===== config.mk =====
export PLATFORM = sky130hd
export DESIGN_NAME = vga_char_feeder_flat
export DESIGN_NICKNAME = d
export VERILOG_FILES = /design/src/rtl/vga_char_feeder_if.sv /design/src/rtl/vga_char_feeder.sv /design/src/flat_wrapper.sv
export SDC_FILE = /design/constraint.sdc
export NUM_CORES = 1
export LEC_CHECK = 0
export CAP_MARGIN = 5
export CORE_MARGIN = 2
export CORE_UTILIZATION = 52
export DETAILED_ROUTE_END_ITERATION = 7
export PLACE_DENSITY = 0.76
export SLEW_MARGIN = 20
export SYNTH_ARGS = -nofsm -noshare
export SYNTH_HDL_FRONTEND = slang
export SYNTH_SLANG_ARGS = --single-unit

===== constraint.sdc =====
create_clock -name clk25 -period 8.7 [get_ports clk25]
set_clock_uncertainty 0.1 [all_clocks]
set_input_delay 1.305 -clock clk25 [delete_from_list [all_inputs] [get_ports clk25]]
set_output_delay 1.305 -clock clk25 [all_outputs]
set_load 0.1 [all_outputs]

===== src/rtl/vga_char_feeder_if.sv =====
// vga_char_feeder_if: CPU write port and display strobe port of the character feeder.
//   wr_data    [6:0]  ASCII character from the CPU
//   wr_stb            1-cycle write qualifier for wr_data
//   ready             1 when the FIFO is not full
//   overflow          1-cycle pulse when an accepted character was dropped
//   fifo_level        number of entries currently stored
//   out_char   [6:0]  character presented to the display
//   out_stb           display strobe
// Modports: master = CPU/display side (testbench), slave = feeder.
interface vga_char_feeder_if #(
    parameter int DEPTH = 16
);
    logic [6:0]             wr_data;
    logic                   wr_stb;
    logic                   ready;
    logic                   overflow;
    logic [$clog2(DEPTH):0] fifo_level;
    logic [6:0]             out_char;
    logic                   out_stb;

    modport master (
        output wr_data, wr_stb,
        input  ready, overflow, fifo_level, out_char, out_stb
    );

    modport slave (
        input  wr_data, wr_stb,
        output ready, overflow, fifo_level, out_char, out_stb
    );
endinterface


===== src/rtl/vga_char_feeder.sv =====
// vga_char_feeder: upstream stage of the 40x24 VGA text display. Filters and upper-case folds
// CPU characters, buffers them in a FIFO and replays each one as a clean strobe pulse
// (out_char held stable, out_stb high STB_HIGH cycles then low STB_LOW cycles).
// Ports:
//   clk25   pixel/system clock, rising edge
//   rst_n   asynchronous active-low reset
//   bus     vga_char_feeder_if.slave (wr_data, wr_stb, ready, overflow, fifo_level,
//           out_char, out_stb)
// Optional feature: define VGA_CHAR_FEEDER_CR_PAD_EN to store 0x0D and expand it into
// space pulses up to the end of the current COLS-wide row.
module vga_char_feeder #(
    parameter int DEPTH    = 16,
    parameter int STB_HIGH = 2,
    parameter int STB_LOW  = 2
`ifdef VGA_CHAR_FEEDER_CR_PAD_EN
    ,
    parameter int COLS     = 40
`endif
) (
    input logic              clk25,
    input logic              rst_n,
    vga_char_feeder_if.slave bus
);
    localparam int AW      = $clog2(DEPTH);
    localparam int LW      = AW + 1;
    localparam int CNT_MAX = (STB_HIGH > STB_LOW) ? STB_HIGH : STB_LOW;
    localparam int CW      = $clog2(CNT_MAX + 1);

    typedef enum logic [1:0] {StIdle, StLoad, StHigh, StLow} state_t;

    logic [6:0]    mem [DEPTH];
    logic [AW-1:0] wr_ptr_q, rd_ptr_q;
    logic [LW-1:0] level_q, level_d;
    logic          ready_q, overflow_q;
    state_t        state_q;
    logic [CW-1:0] cnt_q;
    logic [6:0]    out_char_q;
    logic          out_stb_q;
    logic          in_valid, push, drop, pop;
    logic [6:0]    in_char, head;

`ifdef VGA_CHAR_FEEDER_CR_PAD_EN
    localparam int COLW = $clog2(COLS);
    logic [COLW-1:0] column_q;
    logic            pad_q;
    logic            pad_hold;
    // Still padding a CR: keep emitting spaces until the column wraps back to 0.
    assign pad_hold = pad_q && (column_q != '0);
`endif

    assign head = mem[rd_ptr_q];

    always_comb begin
        in_valid = 1'b0;
        in_char  = bus.wr_data;
        if (bus.wr_stb) begin
            if (bus.wr_data >= 7'h20 && bus.wr_data <= 7'h5F) begin
                in_valid = 1'b1;
            end else if (bus.wr_data >= 7'h60) begin
                in_valid = 1'b1;
                in_char  = bus.wr_data - 7'h20;
            end
`ifdef VGA_CHAR_FEEDER_CR_PAD_EN
            else if (bus.wr_data == 7'h0D) begin
                in_valid = 1'b1;
            end
`endif
        end
    end

    always_comb begin
        pop = (state_q == StIdle) && (level_q != '0);
`ifdef VGA_CHAR_FEEDER_CR_PAD_EN
        pop = pop && !pad_hold;
`endif
        // A full FIFO still accepts a write when the head leaves in the same cycle.
        push    = in_valid && ((level_q != LW'(DEPTH)) || pop);
        drop    = in_valid && !push;
        level_d = level_q + LW'(push) - LW'(pop);
    end

    always_ff @(posedge clk25) begin
        if (push) mem[wr_ptr_q] <= in_char;
    end

    always_ff @(posedge clk25 or negedge rst_n) begin
        if (!rst_n) begin
            wr_ptr_q   <= '0;
            rd_ptr_q   <= '0;
            level_q    <= '0;
            ready_q    <= 1'b1;
            overflow_q <= 1'b0;
        end else begin
            if (push) wr_ptr_q <= wr_ptr_q + AW'(1);
            if (pop)  rd_ptr_q <= rd_ptr_q + AW'(1);
            level_q    <= level_d;
            ready_q    <= (level_d != LW'(DEPTH));
            overflow_q <= drop;
        end
    end

    always_ff @(posedge clk25 or negedge rst_n) begin
        if (!rst_n) begin
            state_q    <= StIdle;
            cnt_q      <= '0;
            out_char_q <= 7'h20;
            out_stb_q  <= 1'b0;
`ifdef VGA_CHAR_FEEDER_CR_PAD_EN
            column_q   <= '0;
            pad_q      <= 1'b0;
`endif
        end else begin
            case (state_q)
                StIdle: begin
`ifdef VGA_CHAR_FEEDER_CR_PAD_EN
                    // out_char already holds 0x20 while padding.
                    if (pad_hold) begin
                        state_q <= StLoad;
                    end else begin
                        pad_q <= pop && (head == 7'h0D);
                        if (pop) begin
                            out_char_q <= (head == 7'h0D) ? 7'h20 : head;
                            state_q    <= StLoad;
                        end
                    end
`else
                    if (pop) begin
                        out_char_q <= head;
                        state_q    <= StLoad;
                    end
`endif
                end
                StLoad: begin
                    out_stb_q <= 1'b1;
                    cnt_q     <= '0;
                    state_q   <= StHigh;
`ifdef VGA_CHAR_FEEDER_CR_PAD_EN
                    column_q  <= (column_q == COLW'(COLS - 1)) ? '0 : column_q + COLW'(1);
`endif
                end
                StHigh: begin
                    if (cnt_q == CW'(STB_HIGH - 1)) begin
                        out_stb_q <= 1'b0;
                        cnt_q     <= '0;
                        state_q   <= StLow;
                    end else begin
                        cnt_q <= cnt_q + CW'(1);
                    end
                end
                StLow: begin
                    if (cnt_q == CW'(STB_LOW - 1)) begin
                        cnt_q   <= '0;
                        state_q <= StIdle;
                    end else begin
                        cnt_q <= cnt_q + CW'(1);
                    end
                end
                default: state_q <= StIdle;
            endcase
        end
    end

    assign bus.ready      = ready_q;
    assign bus.overflow   = overflow_q;
    assign bus.fifo_level = level_q;
    assign bus.out_char   = out_char_q;
    assign bus.out_stb    = out_stb_q;
endmodule


===== src/flat_wrapper.sv =====
// flat-port wrapper written by rule: the top's interface ports become plain ports
module vga_char_feeder_flat 
#(
    parameter int DEPTH    = 16,
    parameter int STB_HIGH = 2,
    parameter int STB_LOW  = 2

)
  (clk25, rst_n, bus_wr_data, bus_wr_stb, bus_ready, bus_overflow, bus_fifo_level, bus_out_char, bus_out_stb);
  vga_char_feeder_if #(.DEPTH(DEPTH)) bus_i ();
  input logic clk25;
  input logic rst_n;
  input wire logic [$bits(bus_i.wr_data)-1:0] bus_wr_data;
  input wire logic [$bits(bus_i.wr_stb)-1:0] bus_wr_stb;
  output wire logic [$bits(bus_i.ready)-1:0] bus_ready;
  output wire logic [$bits(bus_i.overflow)-1:0] bus_overflow;
  output wire logic [$bits(bus_i.fifo_level)-1:0] bus_fifo_level;
  output wire logic [$bits(bus_i.out_char)-1:0] bus_out_char;
  output wire logic [$bits(bus_i.out_stb)-1:0] bus_out_stb;
  assign bus_i.wr_data = bus_wr_data;
  assign bus_i.wr_stb = bus_wr_stb;
  assign bus_ready = bus_i.ready;
  assign bus_overflow = bus_i.overflow;
  assign bus_fifo_level = bus_i.fifo_level;
  assign bus_out_char = bus_i.out_char;
  assign bus_out_stb = bus_i.out_stb;
  vga_char_feeder #(.DEPTH(DEPTH), .STB_HIGH(STB_HIGH), .STB_LOW(STB_LOW)) u_core (.clk25(clk25), .rst_n(rst_n), .bus(bus_i));
endmodule

==> results.cfg, run 1 <==
[outcome]
status = completed

[power_and_ir_drop]
p_leak_nw = 2.49
seqPwrFrac_pct = 35.9
netSwitchingFraction_pct = 36.4
p_comb_share_pct = 38.0
power.density_mw_per_mm2 = 365
p_int_mw = 1.60
ir_worst_vdd_uv = 277
p_sw_mw = 0.915
pwr-share-clk_pct = 26.1

[floorplanning]
die_w_um = 111
dieArea_sq_mm = 0.0123
placementRows = 39
fp.coreArea_sq_mm = 0.0113
start_util_pct = 52.8
die_h_um = 111
io-pin-count = 25

[synthesis]
synth-compound-area-share_pct = 3.34
netlist_top_cells_count = edfxtp_1 (112), mux4_2 (28), dfrtp_1 (25), ha_1 (19), inv_1 (19)
synth_top_area_cell = edfxtp_1
synth_xor_area_share_pct = 1.32
synthTopCellsByArea = edfxtp_1 (56%), mux4_2 (11%), dfrtp_1 (11%)
synth_nets = 356
syn-cell-area_sq_mm = 0.00595
synth.mux.area_fraction_pct = 13.7
async_flop_share_pct = 19.4
synthFlopType = edfxtp_1
synth_adder_area_share_pct = 4.33
synth_top_family_by_area = multiplexers
seq_area_frac_synth_pct = 67.9
synth.most_common_cell = edfxtp_1
syn_avg_cell_area_sq_um = 18.3
netlist_instances = 326
synth_edf_count = 112
synth_top_cell_area_share_pct = 56.5
synthSimpleGateAreaFrac_pct = 6.64
synth_cell_types = 49
synth_seq_cells = 139
ys.warnings.count = 0

[min_path]
worstHoldPathType = reg2reg
min_from = u_core.bus.out_char[6]$_DFFE_PN0P_
hold_depth = 2
holdPathEnd = u_core.bus.out_char[6]$_DFFE_PN0P_

[clock_tree]
h-tree-depth = 4
numClockSinks = 139
cts_buffers = 17
cts_hold_buf = 0
cts_post_setup_buffers_inserted = 0
cts_root_buf = clkbuf_16
max-clock-path-buffers = 2
clock_latency_ns = 0.41
cts_tree = yes
path_clk_slew_ns = 0.05
cts_resized = 0

[layout]
area_growth_pct = 15.7
fillers = 762
fin_nets = 394
multiInputGateArea_sq_mm = 0.00175
diodes = 0
drive_above_1_share_pct = 20.4
regArea_sq_mm = 0.00404

[routing]
first_pass_iters = 4
drt-vias-per-instance = 5.87
drc = 0
ant_nets = 0
wirelength_mm = 11.1
vias = 3052
wl_per_cell_um = 21.4
drt_iter0_markers = 195

[global_route]
antenna_found_initial = 0
grt_pass1_vias = 3195
grt_pass1_wl_mm = 17.5
grtUsageTotal_pct = 19.8
grt_remaining_overflow = 0
grt_max_degree = 31

[place]
gp_congestion = 0.745
io_buffers = 24
dp_hpwl_mm = 7.05

[critical_path]
rr_endpoint = u_core.bus.ready$_DFF_PN1_
reg2regPathDepth = 14
crit_arrival_ns = 4.40
r2r_setup_slack_ns = 5.05
cp_max_fo = 19
worstSetupEndpointType = flop
crit_type = in2reg
reg2reg_from = u_core.bus.fifo_level[2]$_DFF_PN0_
start_kind = input pin
required_ns = 8.92

[sta]
tightest_slew_ns = 0.970
rsz0062_at_grt = false
fmax_mhz = 239
finalHoldViolations = 0
finalCritPeriodShare_pct = 48.1
setup_tns_ns = 0
slew-limit-headroom_pct = 35.1
whs_ns = 0.397
drv_slew = 0
min_period_ns = 4.18
setup_viol = 0

[run]
drv_cap = 0
## power groups by stage
stage               Clock (mW)  Combinational [mW]  Sequential [mW]
floorplan                    0               0.539             1.12
global placement             0               0.944            0.907
detailed placement           0               0.960            0.915
CTS                      0.669               0.966            0.903
global route             0.694                1.03            0.914
finish                   0.656               0.954            0.902
## cells in the final DEF, fill, tap and decap left out, types with 2 or more instances in the layout
cell | Yosys | routed
inv_1 | 19 | 19
clkbuf_8 | 0 | 3
buf_4 | 2 | 7
and4b_1 | 8 | 8
dfstp_2 | 2 | 2
mux2_2 | 2 | 2
mux4_2 | 28 | 28
and4bb_2 | 2 | 2
clkdlybuf4s50_1 | 0 | 24
mux2i_1 | 15 | 15
o221ai_1 | 7 | 7
ha_1 | 19 | 19
or3_1 | 2 | 2
xnor2_1 | 6 | 6
xor2_1 | 3 | 3
a21oi_1 | 7 | 7
dfrtp_1 | 25 | 25
clkbuf_16 | 0 | 17
and4_1 | 5 | 5
nor3_1 | 2 | 2
nand2b_1 | 2 | 2
o21ai_0 | 2 | 2
clkinv_2 | 0 | 4
edfxtp_1 | 112 | 112
nor2_1 | 7 | 7
nand2_1 | 13 | 13
nand3_1 | 2 | 2
clkinv_1 | 0 | 4
clkbuf_1 | 4 | 2
nand4_1 | 2 | 2
## worst max path at each step
stage / start / slack, ns / to / cells past startpoint
floorplan: u_core.bus.fifo_level[3]$_DFF_PN0_ / 4.92 / u_core.bus.ready$_DFF_PN1_ / 14
global placement: bus_wr_data[4] / 4.26 / u_core.bus.ready$_DFF_PN1_ / 11
detailed placement: bus_wr_data[0] / 4.11 / u_core.bus.ready$_DFF_PN1_ / 11
CTS: bus_wr_data[0] / 4.53 / u_core.bus.ready$_DFF_PN1_ / 11
global route: bus_wr_data[4] / 4.31 / u_core.bus.ready$_DFF_PN1_ / 11
finish: bus_wr_data[0] / 4.52 / u_core.bus.ready$_DFF_PN1_ / 11
## cells by family (layout without fill, tap and decap cells)
kind of cell               count (synthesis)  in the layout
AOI/OAI and AO/OA                         24             24
muxes                                     46             46
DFF                                      139            139
and+or+nand+nor                           56             56
adders and majority gates                 20             20
buffers and inverters                     32             83
xor gates and xnor gates                   9              9
## state kept, by name (all words and copies together), names as in the netlist
name,count
u_core.bus.fifo_level,5
u_core.bus.out_char,7
u_core.bus.out_stb,1
u_core.bus.overflow,1
u_core.bus.ready,1
u_core.cnt_q,2
u_core.mem,112
u_core.rd_ptr_q,4
u_core.state_q,2
u_core.wr_ptr_q,4
## per-stage QoR
step / std cells / instance area (sq um) / setup slack [ns] / power (mW) / util (%)
final: 520 / 6890 / 4.52 / 2.51 / 61.1
after detailed placement: 488 / 6340 / 4.11 / 1.87 / 56.2
after CTS: 520 / 6890 / 4.53 / 2.54 / 61.1
after floorplan: 326 / 5950 / 4.92 / 1.66 / -
after global routing: 520 / 6890 / 4.31 / 2.64 / 61.1
after global placement: 488 / 6340 / 4.26 / 1.85 / 56.2
## metal layers
metal  GRT usage [%]  vias up  part of all wire, %
met3            5.03        4                  7.4
met5               0        -                    0
met2            31.1      120                   53
li1                -     1365                    -
met4            9.58        0                 0.80
met1            26.1     1563                   39
## worst max-delay path: stages
cell	delay, ns
clkdlybuf4s50_1	0.76
nand2_1	0.31
nor4_4	0.08
nor2_4	0.33
ha_1	0.24
inv_1	0.05
fa_1	0.38
nand2b_1	0.16
a21oi_1	0.20
nor3_1	0.08
or4_1	0.50
## cell type report
| cell class | count | area share (%) |
|---|---|---|
| tap | 143 | 2.60 |
| timing repair buffer | 31 | 4.25 |
| inverter | 20 | 1.13 |
| clock buffer | 22 | 6.89 |
| multi-input combinational | 155 | 25.4 |
| clock inverter | 10 | 1.05 |
| sequential | 139 | 58.7 |
(Power assumes the default switching activity.)
==> run 2: changes to the inputs <==
--- a/config.mk
+++ b/config.mk
@@ -9,7 +9,7 @@
 export CORE_MARGIN = 2
 export CORE_UTILIZATION = 52
 export DETAILED_ROUTE_END_ITERATION = 7
-export PLACE_DENSITY = 0.76
+export PLACE_DENSITY = 0.79
 export SLEW_MARGIN = 20
 export SYNTH_ARGS = -nofsm -noshare
 export SYNTH_HDL_FRONTEND = slang
==> constraint.sdc (replaced) <==
create_clock -name clk25 -period 3.6 [get_ports clk25]
set_clock_uncertainty 0.1 [all_clocks]
set_input_delay 0.54 -clock clk25 [delete_from_list [all_inputs] [get_ports clk25]]
set_output_delay 0.54 -clock clk25 [all_outputs]
set_load 0.1 [all_outputs]
==> run 2 against run 1 <==
Against the previous run:
- register-to-register slack got worse by 4.8 ns
- critical endpoint unchanged
- non-clock buffer count rose by 7
- core utilization rose by 0.81 points
- final area rose by 1.3%
- clock-buffer cell count rose by 2
- sequential power rose to 2.5 times the previous value
- first-iteration DRC count rose by 41%
- hold slack got worse by 0.00059 ns
- largest cell class unchanged
- sequential share of layout area fell by 0.70 points
==> results.cfg, run 2 (same netlist as run 1, synthesis figures left out) <==
[critical_path]
cpLargestDelayFamily = simple AND/OR/NAND/NOR gates
crit_chain = inv_1 > ha_1 > or3b_4 > o21ai_4 > inv_4 > ha_1 > inv_1 > ha_1 > inv_1 > fa_1 > nand2b_1 > a21oi_1 > nor3_1 > or4_1
start_kind = flop
worstSetupEndpointType = flop
cpPeakStageDelay_ns = 0.51
cp_max_fo = 6
crit_type = reg2reg
crit_arrival_ns = 3.59
required_ns = 3.83
cp.buffers_inverters = 4
cpMaxStageDelayCell = or4_1

[clock_tree]
cts_post_setup_buffers_inserted = 0
cts_root_buf = clkbuf_16
numClockSinks = 139
cts_tree = yes
max-clock-path-buffers = 2
cts_hold_buf = 0
path_clk_slew_ns = 0.06
cts_resized = 0
h-tree-depth = 4
clock_latency_ns = 0.41
cts_buffers = 17

[floorplanning]
io-pin-count = 25
die_h_um = 111
die_w_um = 111
fp.coreArea_sq_mm = 0.0113
start_util_pct = 52.8
dieArea_sq_mm = 0.0123
placementRows = 39

[layout]
diodes = 0
drive_above_1_share_pct = 23.4
final_common_cell = edfxtp_1
multiInputGateArea_sq_mm = 0.00176
top_register = u_core.mem
fin_nets = 401
area_growth_pct = 17.2
fillers = 777
regArea_sq_mm = 0.00405
final_cell_mix = edfxtp_1 (112), mux4_2 (28), clkdlybuf4s50_1 (24)
largest_reg_flops = 112

[global_route]
grt_pass1_vias = 3206
grt_pass1_wl_mm = 18.0
antenna_found_initial = 0
grtUsageTotal_pct = 20.0
grt_remaining_overflow = 0
grt_max_degree = 31

[power_and_ir_drop]
p_leak_nw = 2.54
fin_total_pwr_mw = 6.21
ir_worst_vdd_uv = 605
power.density_mw_per_mm2 = 890

[sta]
finalCritPeriodShare_pct = 93.4
rsz0062_at_grt = false
tightest_slew_ns = 0.982
fmax_mhz = 297
finalHoldViolations = 0
setup_slack_ns = 0.237
drv_slew = 0
min_period_ns = 3.36
slew-limit-headroom_pct = 34.3
setup_viol = 0
setup_tns_ns = 0
whs_ns = 0.397

[place]
io_buffers = 24
dp_hpwl_mm = 7.21
pre_cts_slack_ns = 0.0727
gp_congestion = 0.802

[routing]
drt-vias-per-instance = 5.91
ant_nets = 0
wl_per_cell_um = 21.7
drc = 0
wirelength_mm = 11.4
vias = 3112
first_pass_iters = 5
drt_iter0_markers = 275

[min_path]
worstHoldPathType = reg2reg

[outcome]
status = completed

[run]
drv_cap = 0
## run 2: cell count changes in the layout (fill, tap and decap cells not counted), sizes merged
cell	change
bufinv	+1
buf	+7
clkinvlp	-1
clkinv	-2
clkbuf	+2
## run 2: final cells by class
cell class / instances / area share (%)
Inverter: 20 / 1.11
Clock buffer: 24 / 6.90
Multi-Input combinational cell: 155 / 25.2
Timing Repair Buffer: 38 / 4.95
Sequential cell: 139 / 58.0
Clock inverter: 8 / 1.33
Tap cell: 143 / 2.56
## run 2: metal layers
metal  up-vias  track usage [%]  share of wire, %
met5         -                0                 0
met4         0             7.33               2.0
met3        18             6.29               6.0
met2       103             31.5                50
met1      1608             26.6                42
li1       1383                -                 -
## run 2: worst min-delay path, stage by stage (launching register included)
cell      delay (ns)
dfrtp_1         0.34
nand2_1         0.05
o221ai_1        0.06
## run 2: final timing paths
check | start | end | slack, ns | cells past startpoint
max reg2reg | u_core.bus.fifo_level[3]$_DFF_PN0_ | u_core.bus.ready$_DFF_PN1_ | 0.24 | 14
min | u_core.bus.out_char[1]$_DFFE_PN0P_ | u_core.bus.out_char[1]$_DFFE_PN0P_ | 0.40 | 2
max in group asynchronous | rst_n | u_core.bus.out_char[5]$_DFFE_PN1P_ | 2.66 | 2
min reg2reg | u_core.bus.out_char[1]$_DFFE_PN0P_ | u_core.bus.out_char[1]$_DFFE_PN0P_ | 0.40 | 2
max | u_core.bus.fifo_level[3]$_DFF_PN0_ | u_core.bus.ready$_DFF_PN1_ | 0.24 | 14
min in group asynchronous | rst_n | u_core.bus.out_stb$_DFFE_PN0P_ | 0.41 | 2
## run 2: power breakdown
group	switching [mW]	internal, mW	leakage (nW)
combinational	1.36	0.885	0.921
clock	0.611	1.07	0.285
sequential	0.276	2.01	1.33
total	2.25	3.96	2.54
## run 2: stage by stage
stage / utilization (%) / instances / area (sq um)
5_1_grt: 61.9 / 527 / 6980
4_1_cts: 61.8 / 527 / 6970
6_report: 61.9 / 527 / 6980
2_1_floorplan: - / 326 / 5960
3_5_place_dp: 56.8 / 495 / 6400
3_3_place_gp: 56.8 / 495 / 6400
